## config.mk

```make
export PLATFORM = sky130hd
export DESIGN_NAME = cpu_sequencer
export DESIGN_NICKNAME = d
export VERILOG_FILES = /design/src/rtl/cpu_pkg.sv /design/src/rtl/cpu_sequencer_opcode_class.sv /design/src/rtl/cpu_sequencer.sv
export SDC_FILE = /design/constraint.sdc
export NUM_CORES = 1
export LEC_CHECK = 0
export BUFFER_PORTS_ARGS = -buffer_cell sky130_fd_sc_hd__clkbuf_2
export CORE_MARGIN = 5
export CORE_UTILIZATION = 45
export DETAILED_ROUTE_END_ITERATION = 7
export PLACE_DENSITY = 0.75
export SYNTH_ARGS = -nofsm -noshare
export SYNTH_HDL_FRONTEND = slang
export SYNTH_SLANG_ARGS = --single-unit
```

## constraint.sdc

```tcl
create_clock -name clk -period 4.1 [get_ports clk]
set_input_delay 0.82 -clock clk [delete_from_list [all_inputs] [get_ports clk]]
set_output_delay 0.82 -clock clk [all_outputs]
set_load 0.005 [all_outputs]
```

## src/rtl/cpu_pkg.sv

```systemverilog
// rtl/cpu_pkg.sv - shared constants, state encoding and opcode map for the A/B CPU
package cpu_pkg;

  localparam int OP_W   = 7;
  localparam int DATA_W = 8;
  localparam int IW     = OP_W + DATA_W;

  typedef enum logic [2:0] {
    ST_HALT   = 3'd0,
    ST_FETCH  = 3'd1,
    ST_DECODE = 3'd2,
    ST_MEM    = 3'd3,
    ST_EXEC   = 3'd4
  } state_t;

  // Jumps occupy the top of the opcode map; everything above OP_LAST is undefined.
  localparam logic [OP_W-1:0] OP_JMP_FIRST = 7'h53;
  localparam logic [OP_W-1:0] OP_LAST      = 7'h5B;
  localparam logic [OP_W-1:0] OP_ILL_A     = 7'h49;
  localparam logic [OP_W-1:0] OP_ILL_B     = 7'h4A;

  localparam logic [OP_W-1:0] OP_LDA_K     = 7'h02;
  localparam logic [OP_W-1:0] OP_ADDA_K    = 7'h06;
  localparam logic [OP_W-1:0] OP_MOVA_M    = 7'h25;
  localparam logic [OP_W-1:0] OP_JMP       = 7'h53;

  localparam logic [1:0] SELB_MEM = 2'b11;

  function automatic logic op_is_jump(input logic [OP_W-1:0] op);
    return (op >= OP_JMP_FIRST) && (op <= OP_LAST);
  endfunction

endpackage

```

## src/rtl/cpu_sequencer_opcode_class.sv

```systemverilog
// rtl/cpu_sequencer_opcode_class.sv - classifies an opcode as illegal and/or jump
module opcode_class
  import cpu_pkg::*;
(
  input  logic [OP_W-1:0] opcode,
  output logic            is_illegal,
  output logic            is_jump
);

  assign is_illegal = (opcode == OP_ILL_A) || (opcode == OP_ILL_B) || (opcode > OP_LAST);
  assign is_jump    = op_is_jump(opcode);

endmodule

```

## src/rtl/cpu_sequencer.sv

```systemverilog
// rtl/cpu_sequencer.sv - multi-cycle fetch/decode/mem/exec sequencer owning PC and IR
module cpu_sequencer #(
  parameter int                    PC_W     = 8,
  parameter int                    DATA_W   = 8,
  parameter int                    OP_W     = 7,
  parameter int                    IW       = OP_W + DATA_W,
  parameter logic [PC_W-1:0]       RESET_PC = '0,
  parameter int                    RET_W    = 16
) (
  input  logic             clk,
  input  logic             rst,
  input  logic             run_i,
  input  logic             step_i,
  input  logic             halt_i,
  output logic             im_req_o,
  output logic [PC_W-1:0]  im_addr_o,
  input  logic             im_valid_i,
  input  logic [IW-1:0]    im_data_i,
  output logic [IW-1:0]    ir_o,
  input  logic             dec_la_i,
  input  logic             dec_lb_i,
  input  logic             dec_lp_i,
  input  logic             dec_mem_we_i,
  input  logic             dec_wbsel_i,
  input  logic [1:0]       dec_selb_i,
  output logic             la_o,
  output logic             lb_o,
  output logic             mem_we_o,
  output logic             flags_we_o,
  output logic             dm_req_o,
  input  logic             dm_valid_i,
  output logic [PC_W-1:0]  pc_o,
  output logic [2:0]       state_o,
  output logic             halted_o,
  output logic             illegal_o,
  output logic [RET_W-1:0] retired_o
);

  import cpu_pkg::*;

  state_t            state, state_next;
  logic [PC_W-1:0]   pc;
  logic [IW-1:0]     ir;
  logic              step_mode;
  logic              halt_pending;
  logic              illegal;
  logic [RET_W-1:0]  retired;

  logic [OP_W-1:0]   opcode;
  logic [DATA_W-1:0] literal;
  logic              is_illegal, is_jump;
  logic              mrd;
  logic              start;
  logic              exec;

  assign opcode  = ir[IW-1 -: OP_W];
  assign literal = ir[DATA_W-1:0];
  assign mrd     = dec_wbsel_i | (dec_selb_i == SELB_MEM);
  // halt_i wins over run/step while halted, so a combined request never starts.
  assign start   = (run_i | step_i) & ~halt_i;
  assign exec    = (state == ST_EXEC);

  opcode_class u_opcode_class (
    .opcode     (opcode),
    .is_illegal (is_illegal),
    .is_jump    (is_jump)
  );

  always_comb begin
    state_next = state;
    case (state)
      ST_HALT:   if (start) state_next = ST_FETCH;
      ST_FETCH:  if (im_valid_i) state_next = ST_DECODE;
      ST_DECODE: begin
        if (is_illegal)  state_next = ST_HALT;
        else if (mrd)    state_next = ST_MEM;
        else             state_next = ST_EXEC;
      end
      ST_MEM:    if (dm_valid_i) state_next = ST_EXEC;
      ST_EXEC:   state_next = (step_mode | halt_pending | halt_i) ? ST_HALT : ST_FETCH;
      default:   state_next = ST_HALT;
    endcase
  end

  always_ff @(posedge clk) begin
    if (rst) begin
      state        <= ST_HALT;
      pc           <= RESET_PC;
      ir           <= '0;
      step_mode    <= 1'b0;
      halt_pending <= 1'b0;
      illegal      <= 1'b0;
      retired      <= '0;
    end else begin
      state <= state_next;
      case (state)
        ST_HALT: if (start) begin
          step_mode <= ~run_i;
          illegal   <= 1'b0;
        end
        ST_FETCH:  if (im_valid_i) ir <= im_data_i;
        ST_DECODE: if (is_illegal) illegal <= 1'b1;
        ST_EXEC: begin
          pc      <= dec_lp_i ? PC_W'(literal) : pc + 1'b1;
          retired <= retired + 1'b1;
        end
        default: ;
      endcase
      // Entering HALT consumes the request; otherwise latch any new one.
      if (state != ST_HALT && state_next == ST_HALT) halt_pending <= 1'b0;
      else if (state != ST_HALT && halt_i)           halt_pending <= 1'b1;
    end
  end

  assign im_req_o   = (state == ST_FETCH);
  assign im_addr_o  = pc;
  assign dm_req_o   = (state == ST_MEM);
  assign la_o       = exec & dec_la_i;
  assign lb_o       = exec & dec_lb_i;
  assign mem_we_o   = exec & dec_mem_we_i;
  assign flags_we_o = exec & ~is_jump;
  assign ir_o       = ir;
  assign pc_o       = pc;
  assign state_o    = state;
  assign halted_o   = (state == ST_HALT);
  assign illegal_o  = illegal;
  assign retired_o  = retired;

endmodule

```

* Word level (Yosys, flattened, before mapping)
Cells that the tools add are included.
** Operators by class
- Add/subtract/negate cells :: 2
- $lt $le $gt $ge :: 3
- Eq/ne operators :: 9
- Multiplexer cells :: 11
- Bitwise operators :: 12
- Reduce and logical (&&, ||, !) cells :: 13
** Operator list (count)
- 16-bit by 1-bit adder with 16-bit output (second input constant) :: 1
- 3-bit two-way mux :: 5
- 3-bit one-hot mux with 5 select lines :: 1
- 7-bit equality test (second input constant) :: 2
- 8-bit by 1-bit adder with 8-bit output (second input constant) :: 1
- 8-bit two-way mux :: 1
- 7-bit >= comparator (second input constant) :: 1
- 7-bit > comparator (second input constant) :: 1
- 7-bit <= comparator (second input constant) :: 1
- 3-bit by 2-bit equality test with 1-bit output (second input constant) :: 2
- 3-bit logical NOT :: 2
- 1-bit bitwise AND :: 5
- 1-bit OR :: 4
- 2-bit AND reduction :: 2
- 3-bit by 1-bit equality test with 1-bit output (second input constant) :: 1
- 3-bit equality test (second input constant) :: 1
- 1-bit logical AND :: 3
- 1-bit two-way mux :: 3
- 1-bit inverter :: 3
- 3-bit AND reduction :: 1
- 3-bit nonzero test :: 1
- 2-bit equality test (second input constant) :: 1
- 1-bit logical OR :: 2
- 2-bit by 1-bit inequality test with 1-bit output (second input constant) :: 1
- 4 further kinds :: 4
** Storage, ports and cells
- Bits in registers :: 45
- Input port bits :: 29
- Output and inout port bits :: 58
- Logic and storage cells :: 57

* Depth between registers and ports, before layout
Gate-level depths: netlist (run 1).
- Depth in word-level cells :: 8
- Depth in mapped cells :: 7
- Gate-level depth less buffers :: 5

* Modules after synthesis
Synthesis (run 1) repeated with hierarchy kept, for this count alone.
** Second synthesis, totals
- Cells, all modules :: 268
- Area, all modules :: 2198.4 µm²
** Modules (own cells, without submodules)
- cpu_sequencer :: instances 1, cells each 260, area an instance 2138.3 µm², sequential area each 900.9 µm²
- opcode_class :: instances 1, cells each 8, area an instance 60.1 µm², sequential area each 0.0 µm²

* Least setup slack after synthesis (run 1)
Ideal clock, no wire load.
- Path type :: reg2out
- From :: reg state[2], in the netlist state_o[2]
- To :: out la_o
- Arrival time :: 1174 ps
- Required time :: 3280 ps
- Setup slack :: 2106 ps
- Stages on the path, launching flop included :: 4
- Buffers on the path :: 1
- Cell sequence :: dfxtp_1 nor3b_2 buf_2 and2_1
** On the way
- Word-level cells in the longest chain between the ends :: 2
** RTL lines
- from (decl) :: line cpu_sequencer.sv:41 : state_t state, state_next;
- from (signal assigned) :: line cpu_sequencer.sv:95 : state <= state_next;
- 3-bit equality test :: line cpu_sequencer.sv:61 : assign exec = (state == ST_EXEC);
- 1-bit bitwise AND :: line cpu_sequencer.sv:118 : assign la_o = exec & dec_la_i;
- to (decl) :: line cpu_sequencer.sv:26 : output logic la_o,
Every way passes these cells.

* Worst setup path in the final report (run 1)
- From :: reg state[2], in the netlist state_o[2]
- To :: out flags_we_o
** On the way
- Word-level cells in the longest chain between the ends :: 2
** RTL lines
- 3-bit equality test :: line cpu_sequencer.sv:61
- 1-bit bitwise AND :: line cpu_sequencer.sv:121 : assign flags_we_o = exec & ~is_jump;
- to (decl) :: line cpu_sequencer.sv:29 : output logic flags_we_o,
Every way passes these cells.

==> results.txt, run 1 <==
Sequential element share of the synthesized area: 40.4%
# Max-Cap Violations: 0
First-pass GRT wire length: 8950 um
Initial Util: 46.9%
Crit end category: output port
EDFF count, synth: 0
Library cells used by synthesis: 50
Hpwl dp: 3960 um
Clk sink count: 45
Peak Freq: 0.407 GHz
Starting DRT DRC Count: 105
Final Cycle Share: 60.0%
Syn Area/Cell: 8.12 um^2
Nets: 376
Cell Pwr Density: 321 nW/um^2
Post-synthesis cell area: 2230 um^2
Type of the worst min-delay path: reg -> reg
CP Max Fanout: 10
RSZ-0062 raised after global routing: no
Die area: 6470 um^2
Clock skew: 0.0108 ns
Synth Instances: 275
Largest net degree at the start of global routing: 49
1st-pass router iterations: 4
Worst skew pair latency: 0.30 ns
Post-route setup TNS: 0 ns
I/O pins: 87
Vias in the first global route: 1912
Post-CTS Setup Bufs: 0
Num rows: 25
Final antenna-violating net count: 0
Hold Fails Final Rpt: 0
Die H: 80.4 um
Final hold slack: 0.485 ns
Cts repair resizes: 0
All-Layer GR Usage: 17.3%
Number of synthesized register bits: 45
Yosys synthesis warning count: 0
Vias/cell: 5.13
CTS tree: yes
Critical path startpoint category: register
Core ar.: 4750 um^2
H-tree lvl count: 2
Routed Wire Length: 5380 um
Wirelength per Cell: 13.0 um
Pin slew with the least headroom to its limit: 0.960 ns
Vias post-DR: 2117
Critical path type: reg -> out
Min Tclk post-route: 2.46 ns
Worst Slack Setup Final: 1.64 ns
Async S/R FF share, synth: 0%
Inserted Diodes: 0
CTS Hold Bufs: 0
IR drop worst, VDD: 0.000203 V
Clock root buffer: clkbuf_8
Status: finished, final reports clean
Pleak: 1.17 nW
Syn nets: 306
Final Setup Violations: 0
Layout cells sized above 1: 30.1%
Rel. slew slack: 36.0%
Critical Path AT: 1.64 ns
TritonCTS buffer count: 5
Max-slew violations: 0
DR DRC count: 0
Post-Place Worst Slack: 1.94 ns
Final GP Congestion: 0.864
Synth-to-layout area growth: 22.4%
Initial antenna violation count: 0
Clk buf depth: 2
Top FF cell, synth: dfxtp_1
Die X-Extent: 80.4 um
Port bufs: 86
GRT Residual Overflow: 0
Clk slew on worst S/H paths: 0.08 ns
Crit path required time: 3.28 ns
per-stage QoR:
stage          power (mW)  utilization, %  area, um^2  instances
6_report            0.878            57.4        2730        413
5_1_grt             0.922            57.4        2730        413
4_1_cts             0.889            57.4        2730        413
3_5_place_dp        0.546            55.0        2620        405
3_3_place_gp        0.544            55.0        2620        405
2_1_floorplan       0.513               -        2230        275
path summary, 6_finish.rpt:
kind,startpoint,end,slack (ns),depth (start not counted)
setup reg to reg,state_o[2],state_o[0],2.35,3
hold / removal,illegal_o,illegal_o,0.48,2
setup / recovery,state_o[2],flags_we_o,1.64,3
hold reg to reg,illegal_o,illegal_o,0.48,2
sequential cells by signal, indices dropped and copies added, names as in the netlist:
register      count
ir_o             15
retired_o        16
illegal_o         1
im_addr_o         8
state_o           3
halt_pending      1
step_mode         1
cell usage after synthesis, types with 5 or more instances:
cell type,instances,share of area [%]
a31oi_1,5,1.4
a21oi_1,30,6.7
nor2_1,21,3.5
nand3_1,8,1.8
o21ai_0,10,2.2
buf_4,9,3.0
nand4_1,5,1.4
xnor2_1,5,2.0
and2_1,5,1.4
clkbuf_1,10,1.7
a211oi_1,5,1.7
and3_1,6,1.7
nand2_1,45,7.6
xor2_1,6,2.4
inv_1,8,1.3
dfxtp_1,45,40
layout make-up:
type                    count  area, um^2
inverters                   8        30.0
well taps                  67        83.8
multi-input cells         197        1150
repair buffers             88         445
flip-flops and latches     45         901
fillers                   473        2020
clock inverters             3        47.5
clock buffers               5        68.8
routing by layer:
| layer | routed length (um) | up-vias | GRT usage (%) |
|---|---|---|---|
| met5 | 0 | - | 0 |
| met2 | 2550 | 64 | 28.3 |
| met1 | 2390 | 954 | 21.8 |
| li1 | - | 1092 | - |
| met4 | 74 | 0 | 5.24 |
| met3 | 365 | 7 | 4.93 |
critical path: stages, from the launching register on:
cell      delay [ns]
dfxtp_1         0.49
or3b_1          0.55
a21oi_1         0.17
clkbuf_2        0.13
placed cells by master, fill, tap and decap left out, types with 5 or more instances in the layout:
master	instances
clkbuf_8	5
a31oi_1	5
nand2_1	45
xnor2_1	5
dfxtp_1	45
nand3_1	8
clkbuf_2	86
a211oi_1	5
xor2_1	6
o21ai_0	10
and2_1	5
inv_1	8
a21oi_1	30
and3_1	6
nand4_1	5
nor2_1	21
power by group:
group | leakage, nW | internal, mW | total (mW) | switching, mW
Sequential | 0.364 | 0.447 | 0.461 | 0.0135
Combinational | 0.743 | 0.0338 | 0.0746 | 0.0408
Clock | 0.0591 | 0.186 | 0.343 | 0.157
Total | 1.17 | 0.667 | 0.878 | 0.211
kinds of logic after synthesis:
| kind of cell | synth area share (%) |
|---|---|
| AND/OR/NAND/NOR | 28.9 |
| XOR/XNOR | 4.32 |
| multiplexers | 1.40 |
| flip-flops | 40.4 |
| AO/OA/AOI/OAI | 16.0 |
| buffers and inverters | 7.90 |
| adder cells (fa/ha/maj) | 1.12 |
No activity file was read; power rests on OpenSTA's default activity.
==> run 2, diff against run 1 <==
==> constraint.sdc (replaced) <==
create_clock -name clk -period 2.4 [get_ports clk]
set_input_delay 0.48 -clock clk [delete_from_list [all_inputs] [get_ports clk]]
set_output_delay 0.48 -clock clk [all_outputs]
set_load 0.005 [all_outputs]
==> results.txt, run 2 (same netlist as run 1, synthesis figures left out) <==
Pin slew with the least headroom to its limit: 0.571 ns
Final GP Congestion: 0.835
Highest-count cells in the layout ignoring fill and taps: clkbuf_2 (86), nand2_1 (45), dfxtp_1 (45), a21oi_1 (30), nor2_1 (21)
Worst Path Buf+Inv: 1
Synth-to-layout area growth: 23.5%
Die H: 80.4 um
Port bufs: 86
Critical path startpoint category: register
Hold Fails Final Rpt: 0
HP Start: run_i
Starting DRT DRC Count: 117
Critical path type: reg -> out
GRT Residual Overflow: 0
H-tree lvl count: 2
Largest net degree at the start of global routing: 29
Post-CTS Setup Bufs: 0
CP max stage delay: 0.54 ns
Pleak: 1.18 nW
Type of the worst min-delay path: in -> reg
Max-slew violations: 0
RSZ-0062 raised after global routing: no
Vias/cell: 5.27
Final antenna-violating net count: 0
Worst skew pair latency: 0.29 ns
Clock skew: 0.00432 ns
Crit path required time: 1.92 ns
Clock root buffer: clkbuf_8
Routed Wire Length: 5510 um
Hpwl dp: 4080 um
Peak Freq: 0.475 GHz
Die area: 6470 um^2
Layout cells sized above 1: 30.3%
Status: finished, final reports clean
IR drop worst, VDD: 0.000382 V
Initial antenna violation count: 0
Inserted Diodes: 0
I/O pins: 87
Clk sink count: 45
PnR Total Power: 1.58 mW
Wirelength per Cell: 13.3 um
Post-route setup TNS: 0 ns
Clk slew on worst S/H paths: 0.08 ns
Worst Slack Setup Final: 0.293 ns
1st-pass router iterations: 4
DR DRC count: 0
Initial Util: 46.9%
Clk buf depth: 2
CTS Hold Bufs: 0
Cell Pwr Density: 573 nW/um^2
Min Tclk post-route: 2.11 ns
Max reg flops: 16
All-Layer GR Usage: 17.1%
CTS tree: yes
Vias in the first global route: 1960
R2r startpoint: state_o[2]
Num rows: 25
Post-Place Worst Slack: 0.616 ns
Nets: 377
Cell family contributing the most delay on the critical path: simple AND/OR/NAND/NOR gates
Final Setup Violations: 0
Critical-path top delay cell: or3b_1
Final Cycle Share: 87.8%
Die X-Extent: 80.4 um
Crit path launch: state_o[2]
Rel. slew slack: 62.0%
Commonest non-fill, non-tap cell in the layout: clkbuf_2
Critical Path AT: 1.63 ns
CP Max Fanout: 10
Core ar.: 4750 um^2
# Max-Cap Violations: 0
First-pass GRT wire length: 8870 um
Vias post-DR: 2182
Sequence of cells on the critical path: or3b_1, a21oi_1, clkbuf_2
Cts repair resizes: 0
Crit end category: output port
Final hold slack: 0.389 ns
TritonCTS buffer count: 5
run 2: cell types whose count changed in the layout (fill, tap and decap cells not counted):
cell       change
buf_4          +1
bufinv_16      +1
clkinv_2       +1
inv_6          -2
run 2: worst paths after layout:
kind,to,slack (ns),cells past startpoint
max,flags_we_o,0.29,3
min,step_mode,0.39,2
max reg2reg,state_o[0],0.67,3
min reg2reg,ir_o[7],0.48,2
run 2: per-stage QoR:
step	utilization [%]	instances	instance area [um^2]
global route	58.0	414	2760
finish	58.0	414	2760
floorplan	-	275	2230
global placement	55.2	406	2620
CTS	58.0	414	2760
detailed placement	55.2	406	2620
run 2: power by group:
group | internal (mW) | switching [mW] | total, mW
clock | 0.413 | 0.250 | 0.663
sequential | 0.764 | 0.0236 | 0.787
combinational | 0.0587 | 0.0708 | 0.129
run 2: per-layer routing:
layer  share of wire (%)  track usage (%)  wire (um)  vias to the layer above
met3                 6.8             4.37        377                        7
li1                    -                -          -                     1090
met4                 1.1             5.74         61                        0
met2                  48             28.1       2630                       63
met1                  44             21.6       2450                     1022
met5                   0                0          0                        -
run 2: area by class of cell:
type                    instances  area, um^2
well taps                      67        83.8
clock buffers                   5        68.8
multi-input cells             197        1150
repair buffers                 89         453
clock inverters                 3        65.1
inverters                       8        30.0
fillers                       457        2000
flip-flops and latches         45         901
